## config.mk

```make
export PLATFORM = sky130hd
export DESIGN_NAME = lsu_mem_sequencer
export DESIGN_NICKNAME = d
export VERILOG_FILES = /design/src/rtl/lsu_mem_sequencer.sv
export SDC_FILE = /design/constraint.sdc
export NUM_CORES = 1
export LEC_CHECK = 0
export ABC_AREA = 0
export BUFFER_PORTS_ARGS = -buffer_cell sky130_fd_sc_hd__buf_2
export CAP_MARGIN = 20
export CORE_MARGIN = 10
export CORE_UTILIZATION = 25
export DETAILED_ROUTE_END_ITERATION = 7
export PLACE_DENSITY = 0.52
export SLEW_MARGIN = 20
export SYNTH_ARGS = -nofsm -noshare
export SYNTH_HDL_FRONTEND = slang
export SYNTH_SLANG_ARGS = --single-unit
```

## constraint.sdc

```tcl
create_clock -name clk -period 19.33 [get_ports clk]
set_clock_uncertainty 0.1 [all_clocks]
set_input_delay 2.8995 -clock clk [delete_from_list [all_inputs] [get_ports clk]]
set_output_delay 2.8995 -clock clk [all_outputs]
set_load 0.01 [all_outputs]
```

## src/rtl/lsu_mem_sequencer.sv

```systemverilog
// lsu_mem_sequencer: moves RV32I scalar and vector load/store transactions
// onto the single-port data-memory bus, one transaction at a time.
// Scalar accesses take one bus beat. Vector accesses take VLANES word beats.
// Load results are sign- or zero-extended for scalars and gathered by lane
// for vectors.
// Optional feature: define LSU_MISALIGN_TRAP_EN to reject misaligned half,
// word and vector accesses with an error response. Without it, the
// misaligned low address bits are ignored.
module lsu_mem_sequencer #(
    parameter int VLANES = 4
) (
    input  logic                  clk,
    input  logic                  rst,
    input  logic                  req_valid,
    output logic                  req_ready,
    input  logic                  req_store,
    input  logic [2:0]            req_width,
    input  logic [31:0]           req_addr,
    input  logic [31:0]           req_wdata,
    input  logic [32*VLANES-1:0]  req_vwdata,
    output logic                  mem_req,
    output logic                  mem_we,
    output logic [31:0]           mem_addr,
    output logic [3:0]            mem_be,
    output logic [31:0]           mem_wdata,
    input  logic                  mem_gnt,
    input  logic                  mem_rvalid,
    input  logic [31:0]           mem_rdata,
    output logic                  resp_valid,
    output logic                  resp_err,
    output logic [31:0]           resp_rdata,
    output logic [32*VLANES-1:0]  resp_vrdata
);

    localparam logic [1:0] S_IDLE  = 2'd0;
    localparam logic [1:0] S_ISSUE = 2'd1;
    localparam logic [1:0] S_WAIT  = 2'd2;
    localparam logic [1:0] S_RESP  = 2'd3;

    localparam logic [2:0] W_BS = 3'd0;
    localparam logic [2:0] W_HS = 3'd1;
    localparam logic [2:0] W_W  = 3'd2;
    localparam logic [2:0] W_BU = 3'd3;
    localparam logic [2:0] W_HU = 3'd4;
    localparam logic [2:0] W_V  = 3'd5;

    localparam logic [3:0] LAST_BEAT = 4'(VLANES - 1);

    logic [1:0]            state, state_n;
    logic                  store_q;
    logic [2:0]            width_q;
    logic [1:0]            off_q;
    logic [3:0]            beat_q;
    logic [32*VLANES-1:0]  vwdata_q;
    logic [32*VLANES-1:0]  vgather_q, vgather_n;
    logic                  accept, req_err, last_beat, beat_done;
    logic [3:0]            acc_be;
    logic [31:0]           acc_wdata;
    logic [31:0]           bshift, hshift, load_ext;

    assign accept    = req_valid && req_ready;
    assign beat_done = (state == S_WAIT) && mem_rvalid;
    assign last_beat = (width_q != W_V) || (beat_q == LAST_BEAT);

    // Decide whether a presented request is rejected before any bus beat
    always_comb begin
        req_err = (req_width == 3'd6) || (req_width == 3'd7);
`ifdef LSU_MISALIGN_TRAP_EN
        if (((req_width == W_HS) || (req_width == W_HU)) && req_addr[0])
            req_err = 1'b1;
        if (((req_width == W_W) || (req_width == W_V)) && (req_addr[1:0] != 2'b00))
            req_err = 1'b1;
`endif
    end

    // Byte enables and lane-replicated write data for the first beat
    always_comb begin
        acc_be    = 4'b1111;
        acc_wdata = req_wdata;
        case (req_width)
            W_BS, W_BU: begin
                acc_be    = 4'b0001 << req_addr[1:0];
                acc_wdata = {4{req_wdata[7:0]}};
            end
            W_HS, W_HU: begin
                acc_be    = 4'b0011 << {req_addr[1], 1'b0};
                acc_wdata = {2{req_wdata[15:0]}};
            end
            W_V: begin
                acc_wdata = req_vwdata[31:0];
            end
            default: begin
            end
        endcase
    end

    // Select and extend the addressed byte/half of the returned word
    always_comb begin
        bshift   = mem_rdata >> {off_q, 3'b000};
        hshift   = mem_rdata >> {off_q[1], 4'b0000};
        load_ext = mem_rdata;
        case (width_q)
            W_BS:    load_ext = {{24{bshift[7]}}, bshift[7:0]};
            W_BU:    load_ext = {24'd0, bshift[7:0]};
            W_HS:    load_ext = {{16{hshift[15]}}, hshift[15:0]};
            W_HU:    load_ext = {16'd0, hshift[15:0]};
            default: load_ext = mem_rdata;
        endcase
    end

    // Drop the returned word into the lane of the current vector beat
    always_comb begin
        vgather_n = vgather_q;
        for (int i = 0; i < VLANES; i++) begin
            if (beat_q == 4'(i))
                vgather_n[32*i +: 32] = mem_rdata;
        end
    end

    // Transaction state machine: IDLE -> ISSUE <-> WAIT -> RESP -> IDLE
    always_comb begin
        state_n = state;
        case (state)
            S_IDLE:  if (accept) state_n = req_err ? S_RESP : S_ISSUE;
            S_ISSUE: if (mem_gnt) state_n = S_WAIT;
            S_WAIT:  if (mem_rvalid) state_n = last_beat ? S_RESP : S_ISSUE;
            default: state_n = S_IDLE;
        endcase
    end

    // State and control outputs, registered from the next-state value
    always_ff @(posedge clk or posedge rst) begin
        if (rst) begin
            state      <= S_IDLE;
            req_ready  <= 1'b1;
            mem_req    <= 1'b0;
            mem_we     <= 1'b0;
            resp_valid <= 1'b0;
            resp_err   <= 1'b0;
        end else begin
            state      <= state_n;
            req_ready  <= (state_n == S_IDLE);
            mem_req    <= (state_n == S_ISSUE);
            mem_we     <= (state_n == S_ISSUE) && (accept ? req_store : store_q);
            resp_valid <= (state_n == S_RESP);
            resp_err   <= accept && req_err;
        end
    end

    // Request latching, per-beat bus fields and load result capture
    always_ff @(posedge clk or posedge rst) begin
        if (rst) begin
            store_q     <= 1'b0;
            width_q     <= 3'd0;
            off_q       <= 2'd0;
            beat_q      <= 4'd0;
            vwdata_q    <= '0;
            vgather_q   <= '0;
            mem_addr    <= 32'd0;
            mem_be      <= 4'd0;
            mem_wdata   <= 32'd0;
            resp_rdata  <= 32'd0;
            resp_vrdata <= '0;
        end else begin
            if (accept && !req_err) begin
                store_q   <= req_store;
                width_q   <= req_width;
                off_q     <= req_addr[1:0];
                beat_q    <= 4'd0;
                vwdata_q  <= req_vwdata >> 32;
                mem_addr  <= {req_addr[31:2], 2'b00};
                mem_be    <= acc_be;
                mem_wdata <= acc_wdata;
            end
            if (beat_done) begin
                if (!store_q) begin
                    if (width_q == W_V) begin
                        vgather_q <= vgather_n;
                        if (last_beat)
                            resp_vrdata <= vgather_n;
                    end else begin
                        resp_rdata <= load_ext;
                    end
                end
                if (!last_beat) begin
                    beat_q    <= beat_q + 4'd1;
                    mem_addr  <= mem_addr + 32'd4;
                    mem_wdata <= vwdata_q[31:0];
                    vwdata_q  <= vwdata_q >> 32;
                end
            end
        end
    end

endmodule
```

==> flow_summary.toml, run 1 <==
[synthesis]
synth_edf_count = 0
ys_types = 77
yosys.area.top_type = "dfrtp_1"
synthFlopType = "dfrtp_1"
synth.most_common_cell = "nand2_1"
async_reset_ff_share_pct = 100
synthAdderAreaFrac_pct = 0.284
synth_compound_area_share_pct = 14.7
synthMuxAreaShare_pct = 10.5
syn_inst = 2302
synth.top_cells.by_count = "495 x nand2_1, 468 x dfrtp_1, 209 x nor2_1"
syn_area_um2 = 22000
synth_area_leaders = "dfrtp_1 53%, nand2_1 8.4%, mux2i_1 5.1%, mux2_2 5.1%, nor2_1 3.6%"
synth_top_area_share_pct = 53.1
synthSimpleGateAreaFrac_pct = 16.4
synth_top_family_by_area = "simple AND/OR/NAND/NOR gates"
mappedNetlistNets = 2540
synth-seq-area-share_pct = 53.3
synthXorXnorAreaFrac_pct = 0.0795
syn_avg_cell_area_um2 = 9.57
yosysWarnings = 0
ys_seq_elements = 469

[pwr]
pwr_density_cell_nw_per_um2 = 131
leakage_nw = 13.1
ir_worst_vdd_uv = 63.9
p_total_mw = 3.56

[flow_run]
drv_cap = 0

[clock_tree]
post_cts_resized = 0
cts_buffers = 55
clk_latency_ns = 0.62
post_cts_buffers = 0
clkTransAtPathRegs_ns = 0.06
cts-htree-levels = 2
cts.sinks = 469
holdBufCountCts = 0
cts_root_buffer = "clkbuf_16"
clockBufferDepth = 3
cts_tree = "done"

[timing]
hold_viol = 0
tightest_slew_ns = 1.10
rsz0062_at_grt = "no"
relSlewSlack_pct = 26.8
max_freq_mhz = 175
slew_violations = 0
setup_tns_ns = 0
finalSetupViolations = 0
min_period_ns = 5.73
finalCritPeriodShare_pct = 29.6

[die]
die_w_um = 317
rows = 108
pin_count = 466
core_area_um2 = 87200
die_height_um = 317
initial_core_util_pct = 25.3
fp.dieArea_um2 = 100000

[cells_and_area]
drive_above_1_share_pct = 27.1
fillCellCount = 9227
area_delta_synth_final_pct = 23.1
final_net_count = 2889

[critical_path]
path_class = "in -> reg"
arrival_ns = 6.13
cp-end-kind = "flip-flop"
worst-path-max-fanout = 106
startpoint_type = "primary input"
cp.required_ns = 19.73

[routing]
wire_per_inst_um = 21.2
dr.pass1.iters = 5
wirelength_um = 81800
antenna_left = 0
viasPerCell = 4.80
vias = 18500
drcViolationCount = 0
drtIter0Drc = 1521

[global_routing]
grt_max_degree = 159
grt_pass1_wl_um = 121000
overflow = 0
first_global_vias = 18300
grtUsageTotal_pct = 15.7
antenna_found_initial = 12

[placed_design]
dp_hpwl_um = 58100
io_buffers = 465
place_congestion = 0.839

[run_status]
outcome = "finished clean"

[hold_path]
min_path_type = "reg -> reg"
[routing by layer]
metal	GRT usage, %	part of all wire (%)
met1	20.3	43
met2	24.4	45
met3	5.82	9.6
met4	3.82	2.3
met5	0	0.10
[per-stage QoR]
step	hold slack, ns	setup WS [ns]	utilization [%]	instances	instance area, µm²
after floorplan	0.350	3.25	-	2302	22000
after global placement	0.353	13.06	28.8	3748	25100
after detailed placement	0.360	13.04	28.8	3748	25100
after CTS	0.374	13.71	31.1	3851	27100
after global routing	0.386	13.39	31.1	3853	27100
final	0.372	13.60	31.1	3858	27100
[worst paths after layout]
| kind | from | to | slack (ns) | cells after the start |
|---|---|---|---|---|
| setup / recovery | req_width[2] | mem_addr[22]$_DFF_PP0_ | 13.60 | 9 |
| hold / removal | resp_vrdata[114]$_DFFE_PP0P_ | resp_vrdata[114]$_DFFE_PP0P_ | 0.37 | 2 |
| setup reg to reg | width_q[1]$_DFFE_PP0P_ | resp_vrdata[27]$_DFFE_PP0P_ | 15.19 | 6 |
| hold reg to reg | resp_vrdata[114]$_DFFE_PP0P_ | resp_vrdata[114]$_DFFE_PP0P_ | 0.37 | 2 |
| max in group asynchronous | rst | mem_addr[22]$_DFF_PP0_ | 14.43 | 4 |
| min in group asynchronous | rst | resp_vrdata[102]$_DFFE_PP0P_ | 2.39 | 2 |
[worst max-delay path, stage by stage]
cell     delay (ns)
buf_2          0.07
buf_4          0.41
nand2_1        0.21
nand3_4        0.27
buf_4          0.87
buf_4          0.62
nor2_4         0.19
a32o_1         0.25
a31o_2         0.21
[flip-flops by register name, summed over array words and instances (netlist names), 2 cells and up]
register,cells
beat_q,4
mem_addr,32
mem_be,4
mem_wdata,32
off_q,2
resp_rdata,32
resp_vrdata,128
state,2
vgather_q,96
vwdata_q,128
width_q,3
[where the power goes]
| group | switching, mW | internal, mW |
|---|---|---|
| logic | 0.605 | 0.390 |
| registers | 0.206 | 1.24 |
| clock network | 0.449 | 0.671 |
| total | 1.26 | 2.30 |
[area by class of cell]
class                   count  area, µm²  area share, %
clock buffers              78       1630           6.02
clock inverters            25        335           1.24
repair buffers            496       2590           9.56
flip-flops and latches    469      11700           43.3
multi-input cells        1614       9300           34.3
well taps                1155       1450           5.33
diodes                      6       15.0         0.0554
inverters                  15       63.8          0.235
[cell families after synthesis]
logic type      after synthesis
xor+xnor                      2
simple gates                851
flops                       469
mux                         218
buf+inv                     219
compound gates              538
fa+ha+maj                     5
[cell usage in the layout, fill, tap and decap left out, types with 6 or more instances in the layout]
cell type	n
a311oi_1	11
a31oi_1	109
nand2b_1	10
o21ai_0	150
bufinv_16	6
a21oi_1	106
mux2i_1	113
inv_1	13
nand4_1	8
o22ai_1	40
clkbuf_8	17
buf_2	465
a221oi_1	6
a22oi_1	6
dfrtp_1	468
clkbuf_1	6
a211oi_1	28
o21ai_1	33
diode_2	6
buf_4	29
and3_1	40
clkinvlp_4	6
mux2_1	6
nor2b_1	8
mux2_2	99
clkinv_2	8
clkbuf_16	55
nand2_1	495
nor2_1	208
nor3_1	31
nand3_1	7
No activity file was read; power rests on OpenSTA's default activity.
==> run 2: changes to the inputs <==
- ABC_AREA: 0 -> 1
- clock period: 19.33 -> 5.29 ns (I/O delays scaled with it)
==> run 2 against run 1 <==
  * Wire length increased by 5.7%
  * Sequential cell count did not move
  * Worst hold slack worse by 0.13 ns
  * Cell area increased by 3.2%
  * Sequential share of layout area decreased by 1.3 points
  * Largest power group unchanged
==> flow_summary.toml, run 2 <==
[routing]
drtIter0Drc = 1845
drcViolationCount = 0
vias = 21000
dr.pass1.iters = 5
antenna_left = 0
wire_per_inst_um = 18.6
viasPerCell = 4.53
wirelength_um = 86500

[timing]
relSlewSlack_pct = 28.0
setup_ws_ns = 2.24
rsz0062_at_grt = "no"
whs_ns = 0.239
hold_viol = 0
min_period_ns = 3.05
tightest_slew_ns = 1.08
finalSetupViolations = 0
slew_violations = 0
finalCritPeriodShare_pct = 57.6
max_freq_mhz = 328

[synthesis]
synth-seq-area-share_pct = 51.8
syn_area_um2 = 22700
synth_edf_count = 0
mappedNetlistNets = 3271
synth_top_area_share_pct = 51.7
syn_inst = 3033
synth.most_common_cell = "nand2_1"
synth.top_cells.by_count = "1,056 x nand2_1, 468 x dfrtp_1, 385 x nor2_1"
syn_avg_cell_area_um2 = 7.47
async_reset_ff_share_pct = 100
ys_types = 35
synth_area_leaders = "dfrtp_1 52%, nand2_1 17%, nor2_1 6.4%, o21ai_0 5.8%, inv_1 4.7%"
synthFlopType = "dfrtp_1"
ys_seq_elements = 469
yosys.area.top_type = "dfrtp_1"
yosysWarnings = 0

[flow_run]
drv_cap = 0

[clock_tree]
cts_buffers = 57
clk_latency_ns = 0.63
holdBufCountCts = 0
post_cts_resized = 0
cts.sinks = 469
post_cts_buffers = 0
clockBufferDepth = 3
cts-htree-levels = 2
cts_tree = "done"
clkTransAtPathRegs_ns = 0.06
cts_root_buffer = "clkbuf_16"

[global_routing]
grtUsageTotal_pct = 16.2
antenna_found_initial = 24
grt_max_degree = 222
first_global_vias = 20500
overflow = 0
grt_pass1_wl_um = 130000

[die]
fp.dieArea_um2 = 103000
die_w_um = 321
die_height_um = 321
initial_core_util_pct = 25.2
pin_count = 466
core_area_um2 = 90000
rows = 110

[critical_path]
cp.required_ns = 5.76
cp-end-kind = "flip-flop"
crit_top_cell = "nand2_1"
path_class = "reg -> reg"
arrival_ns = 3.51
critPathSlowestCell = "inv_2"
rrSetupSlack_ns = 2.24
timing.rr.end = "resp_vrdata[97]$_DFFE_PP0P_"
slowest_delay_ns = 0.73
worst-path-max-fanout = 50
reg2reg_depth = 7
cp_cell_sequence = "nand3_1, nor3_4, nand2_4, inv_2, buf_4, nand2_1, nand2_1"
timing.rr.start = "width_q[0]$_DFFE_PP0P_"
startpoint_type = "flip-flop"

[placed_design]
place_congestion = 0.878
dp_hpwl_um = 62200
post_dp_cell_area_um2 = 26000
dpl_worst_slack_ns = 1.97
io_buffers = 465

[cells_and_area]
postLayoutCellArea_um2 = 28000
area_delta_synth_final_pct = 23.4
final_net_count = 3651
final_common_cell = "nand2_1"
drive_above_1_share_pct = 17.8
reg_top3 = "resp_vrdata x128, vwdata_q x128, vgather_q x96"
final_cell_mix = "1,051 x nand2_1, 468 x dfrtp_1, 465 x buf_2"

[pwr]
leakage_nw = 15.2
ir_worst_vdd_uv = 212
pwr_density_cell_nw_per_um2 = 493
p_total_mw = 13.8

[hold_path]
min_path_type = "in -> async"

[run_status]
outcome = "finished clean"
==> run 2: layer usage <==
metal / track usage, % / wire length (µm) / vias to the layer above
met5: 0 / 236 / -
met2: 25.6 / 38600 / 678
met3: 5.04 / 6930 / 148
met4: 4.05 / 2200 / 36
met1: 21.4 / 38500 / 9852
li1: - / - / 10300
==> run 2: cell families (layout without fill, tap and decap cells) <==
group | Yosys count | count (layout) | share of synthesized area, %
adders and majority gates | 5 | 5 | 0.276
DFF | 469 | 469 | 51.8
AOI/OAI and AO/OA | 530 | 530 | 12.5
other | 0 | 6 | 0
and+or+nand+nor | 1555 | 1555 | 26.5
xor gates and xnor gates | 10 | 10 | 0.386
buffers and inverters | 464 | 890 | 8.49
==> run 2: power breakdown <==
group	switching, mW	leakage (nW)	internal, mW
clock	1.66	0.959	2.47
sequential	0.828	5.94	4.67
combinational	2.67	8.31	1.48
==> run 2: through the flow <==
stage | util, % | std cells | setup TNS [ns]
floorplan | - | 3033 | -914.45
global placement | 28.8 | 4529 | 0
CTS | 31.0 | 4634 | 0
finish | 31.1 | 4641 | 0
detailed placement | 28.8 | 4529 | 0
global route | 31.1 | 4636 | 0
==> run 2: area by class of cell <==
cell class              instances  area, µm²
diodes                          6       15.0
inverters                     293       1110
flip-flops and latches        469      11700
clock buffers                  80       1610
well taps                    1176       1470
fillers                      9777      62000
repair buffers                492       2640
multi-input cells            2100       9030
clock inverters                25        365
==> run 2: worst max-delay path by stage <==
stage | start | to | slack (ns) | cells past startpoint
after floorplan | rst | beat_q[0]$_DFF_PP0_ | -1.95 | 1
after global placement | req_valid | mem_wdata[29]$_DFF_PP0_ | 2.00 | 9
after detailed placement | mem_rvalid | vgather_q[62]$_DFFE_PP0P_ | 1.97 | 6
after CTS | width_q[0]$_DFFE_PP0P_ | vgather_q[62]$_DFFE_PP0P_ | 2.11 | 5
after global routing | width_q[0]$_DFFE_PP0P_ | resp_vrdata[54]$_DFFE_PP0P_ | 2.00 | 7
final | width_q[0]$_DFFE_PP0P_ | resp_vrdata[97]$_DFFE_PP0P_ | 2.24 | 7
==> run 2: critical path: cells and delay by family, from the launching register on <==
family / cells / cell delay (ns)
and+or+nand+nor: 5 / 1.04
DFF: 1 / 0.53
buffers and inverters: 2 / 1.27
==> run 3: changes to the inputs <==
- ABC_AREA: 1 -> 0
- clock period: 5.29 -> 3.05 ns (I/O delays scaled with it)
==> run 3 against run 2 <==
  * Via count is 9.1% lower
  * Cell area is 3.0% higher
  * Clock-buffer cell count is 5 lower
  * Die area is 2.6% lower
  * Sequential share of layout area is 1.2 points lower
  * Sequential power increased by 64%
  * Global-route usage up 0.057 points
  * Register-to-register slack worse by 1.8 ns
  * Clock power rose by 77%
  * Non-clock buffer count increased by 154
  * Critical path type unchanged
  * Largest cell class unchanged
  * Largest power group unchanged
==> flow_summary.toml, run 3 (synthesized netlist as in run 1, its figures left out) <==
[critical_path]
slowest_delay_ns = 0.44
cp_cell_sequence = "ha_1, or3b_4, nand4b_4, buf_12, buf_12, nor2_1, a31oi_1"
critPathSlowestCell = "or3b_4"
critical_path.top_delay_family = "simple AND/OR/NAND/NOR gates"
worst-path-buf-inv = 2
crit_top_cell = "buf_12"
arrival_ns = 3.05
cp-end-kind = "flip-flop"
startpoint_type = "flip-flop"
path_class = "reg -> reg"
cp.required_ns = 3.49
worst-path-max-fanout = 98

[cells_and_area]
area_delta_synth_final_pct = 30.7
postLayoutCellArea_um2 = 28800
drive_above_1_share_pct = 27.4
reg_top3 = "resp_vrdata x128, vwdata_q x128, vgather_q x96"
final_cell_mix = "495 x nand2_1, 468 x dfrtp_1, 465 x buf_2"
multi_input_area_um2 = 9300
seqCellArea_um2 = 11700
final_util_pct = 33.1
final_common_cell = "nand2_1"
fillCellCount = 9068
final_cells = 4012
final_net_count = 3041

[clock_tree]
cts_root_buffer = "clkbuf_16"
cts_tree = "done"
holdBufCountCts = 109
post_cts_buffers = 0
clk_latency_ns = 0.62
cts_buffers = 57
clkTransAtPathRegs_ns = 0.07
clockBufferDepth = 3
cts-htree-levels = 2
cts.sinks = 469
post_cts_resized = 0

[die]
die_height_um = 317
fp.dieArea_um2 = 100000
rows = 108
die_w_um = 317
pin_count = 466
core_area_um2 = 87200
initial_core_util_pct = 25.3

[pwr]
pwr_density_cell_nw_per_um2 = 803
ir_worst_vdd_uv = 374
leakage_nw = 13.9

[run_status]
outcome = "finished clean"

[placed_design]
dp_cells = 3790
io_buffers = 465
place_congestion = 0.821
dp_hpwl_um = 60600
post_dp_cell_area_um2 = 25700

[hold_path]
min_path_type = "in -> reg"

[routing]
vias = 19100
drcViolationCount = 0
wirelength_um = 84400
wire_per_inst_um = 21.0
dr.pass1.iters = 7
viasPerCell = 4.76
antenna_left = 0
drtIter0Drc = 1225

[global_routing]
first_global_vias = 19400
antenna_found_initial = 8
grt_max_degree = 99
grtUsageTotal_pct = 16.3
grt_pass1_wl_um = 126000
overflow = 0

[timing]
tightest_slew_ns = 1.04
relSlewSlack_pct = 29.9
rsz0062_at_grt = "no"
finalSetupViolations = 0
finalCritPeriodShare_pct = 85.6
slew_violations = 0
max_freq_mhz = 383
hold_viol = 0
min_period_ns = 2.61

[flow_run]
drv_cap = 0
==> run 3: cell types whose count changed in the layout (fill, tap and decap cells not counted), sizes merged, moves of 36 or more <==
| cell | previous run | this run |
|---|---|---|
| inv | 294 | 22 |
| buf | 492 | 537 |
| o22ai | 4 | 40 |
| dlygate4sd3 | 0 | 109 |
| mux2 | 0 | 105 |
| nand3 | 91 | 9 |
| nand2 | 1060 | 496 |
| nor2 | 387 | 211 |
| o21ai | 311 | 183 |
| and3 | 0 | 41 |
| mux2i | 0 | 113 |
==> run 3: worst reg2reg max path, delay by kind of cell, from the launching register on <==
family,cells,cell delay [ns]
adder cells (fa/ha/maj),1,0.20
flip-flops,1,0.41
AO/OA/AOI/OAI,1,0.15
AND/OR/NAND/NOR,3,0.90
buffers and inverters,2,0.77
==> run 3: per-layer routing <==
metal	global-route usage [%]	routed length (µm)
met3	4.97	6830
met5	0	25
met4	4.81	2260
met2	26.1	38900
met1	20.9	36400
==> run 3: path summary, 6_finish.rpt <==
check                                               end  cells past startpoint  slack, ns                    startpoint
max                              vwdata_q[93]$_DFF_PP0_                      7       0.44           beat_q[1]$_DFF_PP0_
min                              vwdata_q[47]$_DFF_PP0_                      3       0.03                req_vwdata[79]
max reg2reg                      vwdata_q[93]$_DFF_PP0_                      7       0.44           beat_q[1]$_DFF_PP0_
min reg2reg                resp_vrdata[104]$_DFFE_PP0P_                      2       0.37  resp_vrdata[104]$_DFFE_PP0P_
max in group asynchronous   resp_vrdata[89]$_DFFE_PP0P_                      5       1.60                           rst
min in group asynchronous       mem_wdata[29]$_DFF_PP0_                      3       0.29                           rst
==> run 3: per-stage QoR <==
stage               power [mW]  hold WS, ns  worst slack, ns  TNS [ns]
floorplan                 13.0        0.350            -3.86  -1807.43
global placement          15.8        0.352           0.0877         0
detailed placement        15.9        0.358           0.0648         0
CTS                       23.5      0.00229            0.374         0
global route              24.6       0.0336            0.211         0
finish                    23.1       0.0342            0.438         0
==> run 3: final cells by class <==
class / count / area share [%]
Antenna cell: 6 / 0.0521
Inverter: 15 / 0.208
Sequential cell: 469 / 40.7
Tap cell: 1155 / 5.02
Multi-Input combinational cell: 1614 / 32.3
Clock buffer: 75 / 5.71
Clock inverter: 32 / 1.35
Timing Repair Buffer: 646 / 14.7
==> run 3: power breakdown <==
part | internal [mW] | switching, mW | total, mW
sequential | 7.86 | 1.16 | 9.02
clock | 4.40 | 2.94 | 7.34
combinational | 2.70 | 4.07 | 6.77
total | 15.0 | 8.17 | 23.1
